File: config.mk
export PLATFORM = sky130hd
export DESIGN_NAME = hdmi_video_timing_flat
export DESIGN_NICKNAME = d
export VERILOG_FILES = /design/src/rtl/hdmi_video_timing_pkg.sv /design/src/rtl/hdmi_video_timing_if.sv /design/src/rtl/hdmi_video_timing_delay_line.sv /design/src/rtl/hdmi_video_timing.sv /design/src/flat_wrapper.sv
export SDC_FILE = /design/constraint.sdc
export NUM_CORES = 1
export LEC_CHECK = 0
export CAP_MARGIN = 20
export CORE_MARGIN = 3
export CORE_UTILIZATION = 53
export CTS_BUF_LIST = sky130_fd_sc_hd__clkbuf_8 sky130_fd_sc_hd__clkbuf_16
export DETAILED_ROUTE_END_ITERATION = 8
export PLACE_DENSITY = 0.69
export SYNTH_ARGS = -nofsm -noshare
export SYNTH_HDL_FRONTEND = slang
export SYNTH_SLANG_ARGS = --single-unit
File: constraint.sdc
create_clock -name clk -period 2.6 [get_ports clk]
set_input_delay 0.65 -clock clk [delete_from_list [all_inputs] [get_ports clk]]
set_output_delay 0.65 -clock clk [all_outputs]
set_load 0.01 [all_outputs]
File: src/rtl/hdmi_video_timing_pkg.sv
// hdmi_video_timing_pkg: 640x480 timing defaults, derived totals,
// FSM state type and the {de,hs,vs} bundle shared by the timing slice.
package hdmi_video_timing_pkg;

  localparam int DEF_H_ACTIVE = 640;
  localparam int DEF_H_FP     = 16;
  localparam int DEF_H_SYNC   = 96;
  localparam int DEF_H_BP     = 48;
  localparam int DEF_V_ACTIVE = 480;
  localparam int DEF_V_FP     = 10;
  localparam int DEF_V_SYNC   = 2;
  localparam int DEF_V_BP     = 33;

  localparam int DEF_H_TOTAL =
    DEF_H_ACTIVE + DEF_H_FP + DEF_H_SYNC + DEF_H_BP;
  localparam int DEF_V_TOTAL =
    DEF_V_ACTIVE + DEF_V_FP + DEF_V_SYNC + DEF_V_BP;

  localparam int BUNDLE_W = 3;

  typedef struct packed {
    logic de;
    logic hs;
    logic vs;
  } vbundle_t;

  typedef enum logic {
    ST_RUN,
    ST_WAIT
  } state_t;

endpackage

File: src/rtl/hdmi_video_timing_if.sv
// hdmi_video_timing_if: pixel strobe / frame flag in, video timing out.
// master = timing generator, slave = consumer that drives PixEn/FraimSync.
interface hdmi_video_timing_if;
  logic PixEn;
  logic FraimSync;
  logic HVsync;
  logic HMemRead;
  logic pVDE;
  logic hsync;
  logic vsync;
  logic FrameStart;

  modport master (
    input  PixEn, FraimSync,
    output HVsync, HMemRead, pVDE,
    output hsync, vsync, FrameStart
  );

  modport slave (
    output PixEn, FraimSync,
    input  HVsync, HMemRead, pVDE,
    input  hsync, vsync, FrameStart
  );
endinterface

File: src/rtl/hdmi_video_timing_delay_line.sv
// video_delay_line: W-bit, D-deep shift register advancing only on en.
// Ports: clk, rstn (async low, clears to 0), en, d in, q = last stage.
module video_delay_line #(
  parameter int W = 3,
  parameter int D = 3
) (
  input  logic         clk,
  input  logic         rstn,
  input  logic         en,
  input  logic [W-1:0] d,
  output logic [W-1:0] q
);

  logic [W-1:0] sr [D];

  always_ff @(posedge clk or negedge rstn) begin
    if (!rstn) begin
      for (int i = 0; i < D; i++) sr[i] <= '0;
    end else if (en) begin
      sr[0] <= d;
      for (int i = 1; i < D; i++) sr[i] <= sr[i-1];
    end
  end

  assign q = sr[D-1];

endmodule

File: src/rtl/hdmi_video_timing.sv
// hdmi_video_timing: PixEn-paced H/V counters, registered decode, and
// READ_LEAD-delayed pVDE/hsync/vsync. Ports: clk, rstn, vid (master).
// Optional FRAME_LOCK_EN: hold at (0,0) each frame end until FraimSync edge.
module hdmi_video_timing
  import hdmi_video_timing_pkg::*;
#(
  parameter int H_ACTIVE  = DEF_H_ACTIVE,
  parameter int H_FP      = DEF_H_FP,
  parameter int H_SYNC    = DEF_H_SYNC,
  parameter int H_BP      = DEF_H_BP,
  parameter int V_ACTIVE  = DEF_V_ACTIVE,
  parameter int V_FP      = DEF_V_FP,
  parameter int V_SYNC    = DEF_V_SYNC,
  parameter int V_BP      = DEF_V_BP,
  parameter int READ_LEAD = 3,
  parameter int SYNC_POL  = 0
) (
  input logic clk,
  input logic rstn,
  hdmi_video_timing_if.master vid
);

  localparam int H_TOTAL = H_ACTIVE + H_FP + H_SYNC + H_BP;
  localparam int V_TOTAL = V_ACTIVE + V_FP + V_SYNC + V_BP;
  localparam int HW = $clog2(H_TOTAL);
  localparam int VW = $clog2(V_TOTAL);

  localparam logic [HW-1:0] H_ACT  = HW'(H_ACTIVE);
  localparam logic [HW-1:0] H_SS   = HW'(H_ACTIVE + H_FP);
  localparam logic [HW-1:0] H_SE   = HW'(H_ACTIVE + H_FP + H_SYNC);
  localparam logic [HW-1:0] H_LAST = HW'(H_TOTAL - 1);
  localparam logic [VW-1:0] V_ACT  = VW'(V_ACTIVE);
  localparam logic [VW-1:0] V_SS   = VW'(V_ACTIVE + V_FP);
  localparam logic [VW-1:0] V_SE   = VW'(V_ACTIVE + V_FP + V_SYNC);
  localparam logic [VW-1:0] V_LAST = VW'(V_TOTAL - 1);

  // delay line holds active-high flags; this flips them for active-low
  localparam logic SYNC_LO = (SYNC_POL == 0);

  state_t          state_q, state_d;
  logic [HW-1:0]   hcnt_q;
  logic [VW-1:0]   vcnt_q;
  vbundle_t        raw, dec_q, dly_q;
  logic            hvs_raw, hvs_q, fs_q;
  logic            issue, blank, last_px;
  logic            pend_q;

  assign last_px = (hcnt_q == H_LAST) && (vcnt_q == V_LAST);

  always_ff @(posedge clk or negedge rstn) begin
    if (!rstn) state_q <= ST_RUN;
    else       state_q <= state_d;
  end

  always_comb begin
    state_d = state_q;
`ifdef FRAME_LOCK_EN
    unique case (state_q)
      ST_RUN:  if (vid.PixEn && last_px) state_d = ST_WAIT;
      ST_WAIT: if (vid.PixEn && pend_q)  state_d = ST_RUN;
      default: state_d = ST_RUN;
    endcase
`endif
  end

  always_comb begin
    issue = 1'b0;
    blank = 1'b0;
    unique case (state_q)
      ST_RUN:  issue = vid.PixEn;
      ST_WAIT: begin
        issue = vid.PixEn && pend_q;
        blank = vid.PixEn && !pend_q;
      end
      default: ;
    endcase
  end

`ifdef FRAME_LOCK_EN
  logic fsync_q, fsync_edge, clr_pend;

  assign fsync_edge = vid.FraimSync ^ fsync_q;
  assign clr_pend   = issue && (state_q == ST_WAIT);

  // a new edge wins over the clear so no toggle is ever lost
  always_ff @(posedge clk or negedge rstn) begin
    if (!rstn) begin
      fsync_q <= 1'b0;
      pend_q  <= 1'b0;
    end else begin
      fsync_q <= vid.FraimSync;
      pend_q  <= fsync_edge | (pend_q & ~clr_pend);
    end
  end
`else
  logic unused_fsync;
  assign unused_fsync = vid.FraimSync;
  assign pend_q       = 1'b0;
`endif

  always_comb begin
    raw.de  = (hcnt_q < H_ACT) && (vcnt_q < V_ACT);
    raw.hs  = (hcnt_q >= H_SS) && (hcnt_q < H_SE);
    raw.vs  = (vcnt_q >= V_SS) && (vcnt_q < V_SE);
    hvs_raw = (vcnt_q < V_ACT);
  end

  always_ff @(posedge clk or negedge rstn) begin
    if (!rstn) begin
      hcnt_q <= '0;
      vcnt_q <= '0;
    end else if (issue) begin
      if (hcnt_q == H_LAST) begin
        hcnt_q <= '0;
        vcnt_q <= (vcnt_q == V_LAST) ? '0 : vcnt_q + 1'b1;
      end else begin
        hcnt_q <= hcnt_q + 1'b1;
      end
    end
  end

  always_ff @(posedge clk or negedge rstn) begin
    if (!rstn) begin
      dec_q <= '0;
      hvs_q <= 1'b0;
      fs_q  <= 1'b0;
    end else begin
      fs_q <= issue && (hcnt_q == '0) && (vcnt_q == '0);
      if (issue) begin
        dec_q <= raw;
        hvs_q <= hvs_raw;
      end else if (blank) begin
        dec_q <= '0;
        hvs_q <= 1'b0;
      end
    end
  end

  video_delay_line #(
    .W (BUNDLE_W),
    .D (READ_LEAD)
  ) u_dly (
    .clk  (clk),
    .rstn (rstn),
    .en   (vid.PixEn),
    .d    (dec_q),
    .q    (dly_q)
  );

  assign vid.HMemRead   = dec_q.de;
  assign vid.HVsync     = hvs_q;
  assign vid.FrameStart = fs_q;
  assign vid.pVDE       = dly_q.de;
  assign vid.hsync      = dly_q.hs ^ SYNC_LO;
  assign vid.vsync      = dly_q.vs ^ SYNC_LO;

endmodule

File: src/flat_wrapper.sv
// flat-port wrapper written by rule: the top's interface ports become plain ports
module hdmi_video_timing_flat import hdmi_video_timing_pkg::*;
#(
  parameter int H_ACTIVE  = DEF_H_ACTIVE,
  parameter int H_FP      = DEF_H_FP,
  parameter int H_SYNC    = DEF_H_SYNC,
  parameter int H_BP      = DEF_H_BP,
  parameter int V_ACTIVE  = DEF_V_ACTIVE,
  parameter int V_FP      = DEF_V_FP,
  parameter int V_SYNC    = DEF_V_SYNC,
  parameter int V_BP      = DEF_V_BP,
  parameter int READ_LEAD = 3,
  parameter int SYNC_POL  = 0
)
  (clk, rstn, vid_PixEn, vid_FraimSync, vid_HVsync, vid_HMemRead, vid_pVDE, vid_hsync, vid_vsync, vid_FrameStart);
  hdmi_video_timing_if vid_i ();
  input logic clk;
  input logic rstn;
  input wire logic [$bits(vid_i.PixEn)-1:0] vid_PixEn;
  input wire logic [$bits(vid_i.FraimSync)-1:0] vid_FraimSync;
  output wire logic [$bits(vid_i.HVsync)-1:0] vid_HVsync;
  output wire logic [$bits(vid_i.HMemRead)-1:0] vid_HMemRead;
  output wire logic [$bits(vid_i.pVDE)-1:0] vid_pVDE;
  output wire logic [$bits(vid_i.hsync)-1:0] vid_hsync;
  output wire logic [$bits(vid_i.vsync)-1:0] vid_vsync;
  output wire logic [$bits(vid_i.FrameStart)-1:0] vid_FrameStart;
  assign vid_i.PixEn = vid_PixEn;
  assign vid_i.FraimSync = vid_FraimSync;
  assign vid_HVsync = vid_i.HVsync;
  assign vid_HMemRead = vid_i.HMemRead;
  assign vid_pVDE = vid_i.pVDE;
  assign vid_hsync = vid_i.hsync;
  assign vid_vsync = vid_i.vsync;
  assign vid_FrameStart = vid_i.FrameStart;
  hdmi_video_timing #(.H_ACTIVE(H_ACTIVE), .H_FP(H_FP), .H_SYNC(H_SYNC), .H_BP(H_BP), .V_ACTIVE(V_ACTIVE), .V_FP(V_FP), .V_SYNC(V_SYNC), .V_BP(V_BP), .READ_LEAD(READ_LEAD), .SYNC_POL(SYNC_POL)) u_core (.clk(clk), .rstn(rstn), .vid(vid_i));
endmodule
==> metrics, run 1 <==
status=finished, final reports clean; CP Data Required Time=2.78 ns; Layout area overhead=14.15%; area of the multi-input gates=approximately 720 um2; CTS clk-pin slew, worst paths=about 0.07 ns; Resize count post-CTS=0; Total GRT Usage=between 10% and 20%; crit path kind=register to register; Leak=0.8746 nW; asr flop ratio synth=100.0%; relative slew slack=between 60% and 70%; die height=about 60 um; Fin. Hold Viols=0; share of cells above drive strength 1=between 10% and 20%; Reg area=roughly 850 um2; uppermost layer routed=met4; R2R Setup Slk=approximately 0.39 ns; post-CTS setup buffer count=0; leading post-synthesis cells by cell area=dfrtp_1, mux2_2, xnor2_1; global route overflow=0; most frequent CP cell=or4b_4; Setup TNS=0 ns; Post-Synthesis Cells=about 150; crit path cell chain=inv_1, ha_1, or4b_4, or4b_4, and3_1, a211o_1; Distinct cells, synth=32; first-pass GRT wire length=approximately 4900 um; Syn Nets=~160; Initial DRC Count=34; Pwr Density=about 630 nW/um2; root buffer cell=clkbuf_8; final core occ=between 60% and 70%; Final Instance Area=about 1900 um2; commonest cells in the netlist=dfrtp_1, inv_1, nand3_1, mux2_2, o21ai_0; Worst VDD drop=about 0.00044 V; Layout fillers=~240; WL/cell=between 10 and 15 um; Post-synth EDFFs=0; via count=around 1.2k; Syn Area/Cell=approximately 11 um2; final antenna-violating net count=0; Most used DFF post-synth=dfrtp_1; overall die width=61.55 um; Ports=10; CTS H-tree depth=2; Final HPWL DP=between 2000 and 2500 um; initial antenna violation count=0; CP endpoint kind=register; CTS Buffer Depth=2; Non-Filler Instances=around 200; Mapped Area=between 1500 and 2000 um2; diode count=0; met2 routed WL=approximately 1400 um; die area=~3800 um2; row cnt=19; sequential-to-total area share from yosys stat=52.03%; drc violations=0; Placed Area=between 1500 and 2000 um2; unrepaired setup endpoints after global routing=no; clock skew=0.007347 ns; Num CTS Buffers=5; starting density of the core=between 50% and 60%; drt pass-1 iters=4; crit share post-route=85.07%; final setup vio count=0; vias per std cell=approximately 5.8; vias in the first global route=~1.1k; Synth top area share=between 50% and 60%; crit-path max FO=5; Final Total Pwr=1.185 mW; port bufs=8; met3 routed WL=around 140 um; Core Region=about 2900 um2; area leader, netlist=dfrtp_1; CTS tree=built; hold_buf cts=0; most frequent cell after synthesis=dfrtp_1; gpl congestion=between 0.8 and 0.9; worst path bufs/invs=1; achievable clock frequency=0.4521 GHz; clock period minus worst slack=2.212 ns; Worst setup SP type=register; Final nets=approximately 180; worst hold-check path type=register to register; slew at the pin with the worst max-slew slack=about 0.55 ns; Total Routed Length=approximately 3000 um; Crit-path slowest cell=or4b_4; Crit path arrival time=between 2 and 2.5 ns; Yosys Warn Count=0; TritonCTS sink count=34; placed insts=between 150 and 200; largest net degree at the start of global routing=35; max-capacitance violation count=0; worst-skew pair later-pin latency=between 0.2 and 0.3 ns; Top Family by Delay on Critical Path=simple AND/OR/NAND/NOR gates; M1 WL=between 1000 and 1500 um; Worst path max stage delay=between 0.5 and 0.6 ns; Synth Register Bits=34; Slew Viols, Final=0
==> area by class of cell <==
cell class | instances | area share, %
clock buffer | 5 | 3.686
clock inverter | 3 | 1.139
inverter | 12 | 2.413
multi-input combinational | 104 | 38.81
sequential | 34 | 45.58
tap | 31 | 2.078
timing repair buffer | 13 | 6.300
==> sequential cells by signal, indices dropped and copies added, names as in the netlist <==
| name | cells |
|---|---|
| u_core.vid.HVsync | 1 |
| u_core.dec_q | 2 |
| u_core.vid.HMemRead | 1 |
| u_core.u_dly.sr | 6 |
| u_core.hcnt_q | 10 |
| u_core.vcnt_q | 10 |
| u_core.u_dly.q | 3 |
| u_core.vid.FrameStart | 1 |
==> worst register-to-register path, delay by kind of cell, from the launching register on <==
kind	cells	cell delay, ns
AND/OR/NAND/NOR	3	1.19
AO/OA/AOI/OAI	1	0.22
adder cells (fa/ha/maj)	1	0.16
buffers and inverters	1	0.13
flip-flops	1	0.41
==> layer usage <==
metal,GRT usage (%),up-vias
met2,26.31,19
met3,6.499,8
met5,0,-
met4,9.091,0
met1,24.34,568
li1,-,580
==> stage by stage <==
step	hold WS, ns	setup WS (ns)
after floorplan	0.3544	0.5239
after global placement	0.4627	0.4190
after detailed placement	0.4781	0.3849
after CTS	0.4951	0.3904
after global routing	0.5214	0.3356
final	0.4918	0.3882
==> kinds of logic after synthesis <==
family	Yosys count	share of synthesized area, %
AND/OR/NAND/NOR	58	20.58
flip-flops	34	52.03
AO/OA/AOI/OAI	20	7.192
buffers and inverters	16	3.672
XOR/XNOR	11	5.892
multiplexers	10	6.810
adder cells (fa/ha/maj)	5	3.826
==> final timing paths <==
| check | cells after the start | startpoint | end |
|---|---|---|---|
| worst max register to register | 6 | u_core.vcnt_q[0]$_DFFE_PN0P_ | u_core.vcnt_q[3]$_DFFE_PN0P_ |
| worst min register to register | 2 | u_core.u_dly.sr[3]$_DFFE_PN0P_ | u_core.u_dly.q[0]$_DFFE_PN0P_ |
| worst max-delay path | 6 | u_core.vcnt_q[0]$_DFFE_PN0P_ | u_core.vcnt_q[3]$_DFFE_PN0P_ |
| min in group asynchronous | 2 | rstn | u_core.vid.FrameStart$_DFF_PN0_ |
| max in group asynchronous | 2 | rstn | u_core.hcnt_q[3]$_DFFE_PN0P_ |
| worst min-delay path | 2 | u_core.u_dly.sr[3]$_DFFE_PN0P_ | u_core.u_dly.q[0]$_DFFE_PN0P_ |
==> cells in the final DEF, fill, tap and decap left out, types with 4 or more instances in the layout <==
cell | Yosys | routed
inv_1 | 12 | 12
clkbuf_8 | 0 | 5
nand3_1 | 10 | 10
nand2_1 | 7 | 7
buf_4 | 0 | 5
nor2_1 | 8 | 8
mux2_2 | 9 | 9
o21ai_0 | 9 | 9
ha_1 | 5 | 5
xnor2_1 | 8 | 8
nand4_1 | 8 | 8
clkdlybuf4s50_1 | 0 | 8
and3_1 | 7 | 7
nor3_1 | 4 | 4
dfrtp_1 | 34 | 34
==> where the power goes <==
part | switching, mW | internal [mW] | total (mW) | leakage, nW
Sequential | 0.0697 | 0.572 | 0.641 | 0.444
Clock | 0.200 | 0.188 | 0.387 | 0.0441
Combinational | 0.0846 | 0.0712 | 0.156 | 0.386
No activity file was read; power rests on OpenSTA's default activity.
==> run 2, diff against run 1 <==
--- a/config.mk
+++ b/config.mk
@@ -8,9 +8,10 @@
 export CAP_MARGIN = 20
 export CORE_MARGIN = 3
 export CORE_UTILIZATION = 53
-export CTS_BUF_LIST = sky130_fd_sc_hd__clkbuf_8 sky130_fd_sc_hd__clkbuf_16
+export CTS_BUF_LIST = sky130_fd_sc_hd__clkbuf_2 sky130_fd_sc_hd__clkbuf_4 sky130_fd_sc_hd__clkbuf_8
 export DETAILED_ROUTE_END_ITERATION = 8
-export PLACE_DENSITY = 0.69
+export DONT_BUFFER_PORTS = 1
+export PLACE_DENSITY = 0.65
 export SYNTH_ARGS = -nofsm -noshare
 export SYNTH_HDL_FRONTEND = slang
 export SYNTH_SLANG_ARGS = --single-unit
==> run 2 against run 1 <==
Net effect: total power down 7.5%; via count down 1.3%; cell count down 5.9%; critical path type unchanged.
==> metrics, run 2 (same netlist as run 1, synthesis figures left out) <==
status=finished, final reports clean; post-CTS setup buffer count=0 (unchanged); hold_buf cts=1 (+1); final setup vio count=0 (unchanged); overall die width=61.55 um (unchanged); Fin. Hold Viols=0 (unchanged); registers with the most flip-flops=u_core.hcnt_q (10), u_core.vcnt_q (10), u_core.u_dly.sr (6); die height=61.55 um (unchanged); final antenna-violating net count=0 (unchanged); Final Instance Area=1743 um2 (-6.6%); placed insts=181 (-6.7%); final core occ=61.10% (-4.3 points); starting density of the core=57.32% (unchanged); largest net degree at the start of global routing=35 (unchanged); Slew Viols, Final=0 (unchanged); drc violations=0 (unchanged); gpl congestion=0.7774 (-7.7%); Worst VDD drop=0.0004085 V (-7.4%); drt pass-1 iters=4 (unchanged); via count=1160 (-1.3%); CTS clk-pin slew, worst paths=0.11 ns (+0.04 ns); Initial DRC Count=76 (+120%); port bufs=0 (-8); Core Region=2853 um2 (unchanged); vias in the first global route=1159 (+5.1%); Layout area overhead=6.580%; achievable clock frequency=0.4547 GHz (+0.56%); Placed Area=1659 um2 (-6.6%); Worst path max stage delay=0.53 ns (about the same); first-pass GRT wire length=5250 um (+6.1%); crit path kind=register to register; CTS H-tree depth=2 (unchanged); uppermost layer routed=met4; most frequent CP cell=or4b_4; diode count=0 (unchanged); CTS tree=built; most frequent cells in the layout=dfrtp_1, inv_1, nand3_1, mux2_2, o21ai_0; Final HPWL DP=2042 um (-4.1%); crit share post-route=84.59% (-0.47 points); CTS Buffer Depth=2 (unchanged); Resize count post-CTS=0 (unchanged); Final nets=167 (-6.7%); Crit-path slowest cell=or4b_4; Total Routed Length=2988 um (-0.70%); most common cell after layout, fill and taps aside=dfrtp_1; Top Family by Delay on Critical Path=simple AND/OR/NAND/NOR gates; CP endpoint kind=register; M1 WL=1303 um (-11%); reg2reg path depth=6 (unchanged); CP Data Required Time=2.84 ns (+0.06 ns); share of cells above drive strength 1=13.84% (-1.4 points); die area=3788 um2 (unchanged); vias per std cell=6.105 (+5.0%); crit-path max FO=5 (unchanged); Ports=10 (unchanged); met3 routed WL=120 um (-12%); Crit path arrival time=2.44 ns (+0.04 ns); worst path bufs/invs=1 (unchanged); max-capacitance violation count=0 (unchanged); Worst setup SP type=register; Total GRT Usage=19.15% (+0.86 points); unrepaired setup endpoints after global routing=no; initial antenna violation count=0 (unchanged); Pwr Density=628.6 nW/um2 (-0.95%); Setup TNS=0 ns (unchanged); relative slew slack=63.96% (+1.4 points); clock skew=0.009138 ns (+0.001791 ns); TritonCTS sink count=34 (unchanged); crit path cell chain=inv_1, ha_1, or4b_4, or4b_4, and3_1, a211o_1; WL/cell=15.73 um (+5.6%); Num CTS Buffers=5 (unchanged); worst hold-check path type=primary input to asynchronous set/reset pin; Non-Filler Instances=190 (-5.9%); slew at the pin with the worst max-slew slack=0.5331 ns (-0.02095 ns); Leak=0.8186 nW (-6.4%); row cnt=19 (unchanged); clock period minus worst slack=2.199 ns (-0.01229 ns); Worst path depth=6 (unchanged); worst-skew pair later-pin latency=0.34 ns (+0.05 ns); root buffer cell=clkbuf_4; met2 routed WL=1515 um (+12%); global route overflow=0 (unchanged)
-- run 2: cell count changes in the layout (fill, tap and decap cells not counted) --
cell             change
buf_12               +1
buf_4                -5
clkbuf_4             +5
clkbuf_8             -4
clkdlybuf4s50_1      -8
clkinv_4             -1
-- run 2: layout make-up --
class / count / area [um2]
multi-input cells: 104 / 724.4
clock buffers: 6 / 51.30
clock inverters: 2 / 12.51
flip-flops and latches: 34 / 850.8
repair buffers: 1 / 20.02
inverters: 12 / 45.04
well taps: 31 / 38.79
fillers: 243 / 1110
-- run 2: final timing paths --
kind / slack (ns) / end / startpoint
max in group asynchronous: 2.30 / u_core.hcnt_q[2]$_DFFE_PN0P_ / rstn
setup reg to reg: 0.40 / u_core.vcnt_q[3]$_DFFE_PN0P_ / u_core.vcnt_q[0]$_DFFE_PN0P_
hold / removal: 0.12 / u_core.vcnt_q[5]$_DFFE_PN0P_ / rstn
setup / recovery: 0.40 / u_core.vcnt_q[3]$_DFFE_PN0P_ / u_core.vcnt_q[0]$_DFFE_PN0P_
min in group clk: 0.39 / u_core.hcnt_q[0]$_DFFE_PN0P_ / vid_PixEn
hold reg to reg: 0.49 / u_core.u_dly.q[0]$_DFFE_PN0P_ / u_core.u_dly.sr[3]$_DFFE_PN0P_
-- run 2: per-layer routing --
metal / vias to the layer above / GRT usage, %
met5: - / 0
met4: 0 / 6.364
met3: 6 / 6.289
met2: 18 / 30.64
met1: 580 / 24.44
li1: 556 / -
-- run 2: through the flow --
stage               power (mW)  setup slack [ns]  hold WS [ns]
floorplan               0.7502            0.5239        0.3544
global placement        0.7750            0.4549        0.3552
detailed placement      0.7858            0.4253        0.3553
CTS                      1.107            0.4048        0.1162
global route             1.172            0.3087        0.1057
finish                   1.096            0.4005        0.1168
-- run 2: power by group --
| group | internal [mW] | switching, mW |
|---|---|---|
| clock network | 0.130 | 0.179 |
| logic | 0.0699 | 0.0781 |
| registers | 0.571 | 0.0677 |
==> run 3, diff against run 2 <==
==> constraint.sdc (replaced) <==
create_clock -name clk -period 2.3 [get_ports clk]
set_input_delay 0.575 -clock clk [delete_from_list [all_inputs] [get_ports clk]]
set_output_delay 0.575 -clock clk [all_outputs]
set_load 0.01 [all_outputs]
==> run 3 against run 2 <==
Net effect: first-iteration DRC count fell by 21%; core utilization rose by 1.9 points; sequential share of layout area fell by 1.5 points; sequential power rose by 13%; count of clock-buffer cells in the layout did not move; critical path depth did not move; setup slack got worse by 0.31 ns; wire length fell by 1.6%; sequential cell count did not move; largest cell class unchanged; highest routed layer unchanged.
==> metrics, run 3 (same netlist as run 1, synthesis figures left out) <==
slew at the pin with the worst max-slew slack=0.5631 ns (+0.02997 ns); vias in the first global route=1163 (+0.35%); final core occ=63.03% (+1.9 points); starting density of the core=57.32% (unchanged); vias per std cell=6.084 (-0.35%); CTS tree=built; unrepaired setup endpoints after global routing=no; Resize count post-CTS=0 (unchanged); global route overflow=0 (unchanged); crit share post-route=95.90% (+11 points); die height=61.55 um (unchanged); most frequent cells in the layout=dfrtp_1, inv_1, nand3_1, mux2_2, o21ai_0; Slew Viols, Final=0 (unchanged); CTS H-tree depth=2 (unchanged); Core Region=2853 um2 (unchanged); final antenna-violating net count=0 (unchanged); crit-path max FO=5 (unchanged); achievable clock frequency=0.4534 GHz (-0.29%); Final nets=168 (+0.60%); Leak=0.8482 nW (+3.6%); registers with the most flip-flops=u_core.hcnt_q (10), u_core.vcnt_q (10), u_core.u_dly.sr (6); Ports=10 (unchanged); clock skew=0.006433 ns (-0.002705 ns); Initial DRC Count=60 (-21%); Worst setup SP type=register; relative slew slack=61.93% (-2.0 points); root buffer cell=clkbuf_4; Total Routed Length=2940 um (-1.6%); Layout area overhead=9.946%; share of cells above drive strength 1=14.37% (+0.54 points); CP Data Required Time=2.54 ns (-0.30 ns); crit path kind=register to register; die area=3788 um2 (unchanged); Setup TNS=0 ns (unchanged); port bufs=0 (unchanged); Total GRT Usage=18.19% (-0.96 points); drt pass-1 iters=4 (unchanged); Crit path arrival time=2.44 ns (about the same); drc violations=0 (unchanged); Pwr Density=808.7 nW/um2 (+29%); Fin. Hold Viols=0 (unchanged); Final HPWL DP=2078 um (+1.8%); first-pass GRT wire length=4940 um (-5.9%); initial antenna violation count=0 (unchanged); overall die width=61.55 um (unchanged); Worst VDD drop=0.0004726 V (+16%); row cnt=19 (unchanged); Num CTS Buffers=5 (unchanged); gpl congestion=0.8014 (+3.1%); Final Total Pwr=1.454 mW (+33%); worst hold-check path type=primary input to asynchronous set/reset pin; CP endpoint kind=register; clock period minus worst slack=2.206 ns (+0.006309 ns); TritonCTS sink count=34 (unchanged); max-capacitance violation count=0 (unchanged); via count=1162 (+0.17%); largest net degree at the start of global routing=35 (unchanged); most common cell after layout, fill and taps aside=dfrtp_1; WL/cell=15.39 um (-2.1%); worst-skew pair later-pin latency=0.34 ns (about the same); status=finished, final reports clean; final setup vio count=0 (unchanged); CTS Buffer Depth=2 (unchanged); diode count=0 (unchanged); CTS clk-pin slew, worst paths=0.10 ns (about the same)
-- run 3: metrics by stage --
stage	setup slack (ns)	instance area, um2	std cells	hold slack (ns)
2_1_floorplan	0.2239	1635	154	0.2794
3_3_place_gp	0.1546	1667	182	0.2802
3_5_place_dp	0.1142	1667	182	0.2801
4_1_cts	0.09945	1798	191	0.04421
5_1_grt	0.01343	1798	191	0.04251
6_report	0.09423	1798	191	0.04723
-- run 3: critical path: stages (launching register included) --
cell	delay, ns
dfrtp_1	0.42
inv_1	0.13
ha_1	0.16
or4b_4	0.46
or4b_4	0.53
and3_1	0.18
a211o_1	0.22
-- run 3: what timing repair did --
action | CTS | global route
setup buffers | 0 | 0
endpoints found under the hold margin | 34 | 0
hold buffers | 1 | 0
-- run 3: path summary, 6_finish.rpt --
check                                                 to  cells after the start                           start  slack [ns]
min                         u_core.vcnt_q[8]$_DFFE_PN0P_                      1                            rstn        0.05
max                         u_core.vcnt_q[3]$_DFFE_PN0P_                      6    u_core.vcnt_q[0]$_DFFE_PN0P_        0.09
min in group clk            u_core.hcnt_q[0]$_DFFE_PN0P_                      1                       vid_PixEn        0.32
max in group asynchronous   u_core.hcnt_q[1]$_DFFE_PN0P_                      1                            rstn        2.08
min reg2reg                u_core.u_dly.q[1]$_DFFE_PN0P_                      2  u_core.u_dly.sr[4]$_DFFE_PN0P_        0.50
max reg2reg                 u_core.vcnt_q[3]$_DFFE_PN0P_                      6    u_core.vcnt_q[0]$_DFFE_PN0P_        0.09
-- run 3: final cells by class --
class | instances | area (um2)
inverters | 12 | 45.04
clock buffers | 6 | 51.30
flip-flops and latches | 34 | 850.8
clock inverters | 2 | 60.06
well taps | 31 | 38.79
repair buffers | 2 | 27.53
fillers | 239 | 1055
multi-input cells | 104 | 724.4
-- run 3: power by group --
group          switching, mW  internal, mW
Clock                  0.200         0.368
Sequential            0.0754         0.646
Combinational         0.0862        0.0788
Total                  0.361          1.09
-- run 3: layer usage --
layer / part of all wire (%) / routed length, um / vias to the layer above / global-route usage [%]
met1: 43 / 1269 / 572 / 21.77
li1: - / - / 560 / -
met2: 50 / 1468 / 23 / 29.30
met4: 2.4 / 72 / 0 / 10.61
met5: 0 / 0 / - / 0
met3: 4.4 / 130 / 7 / 4.822
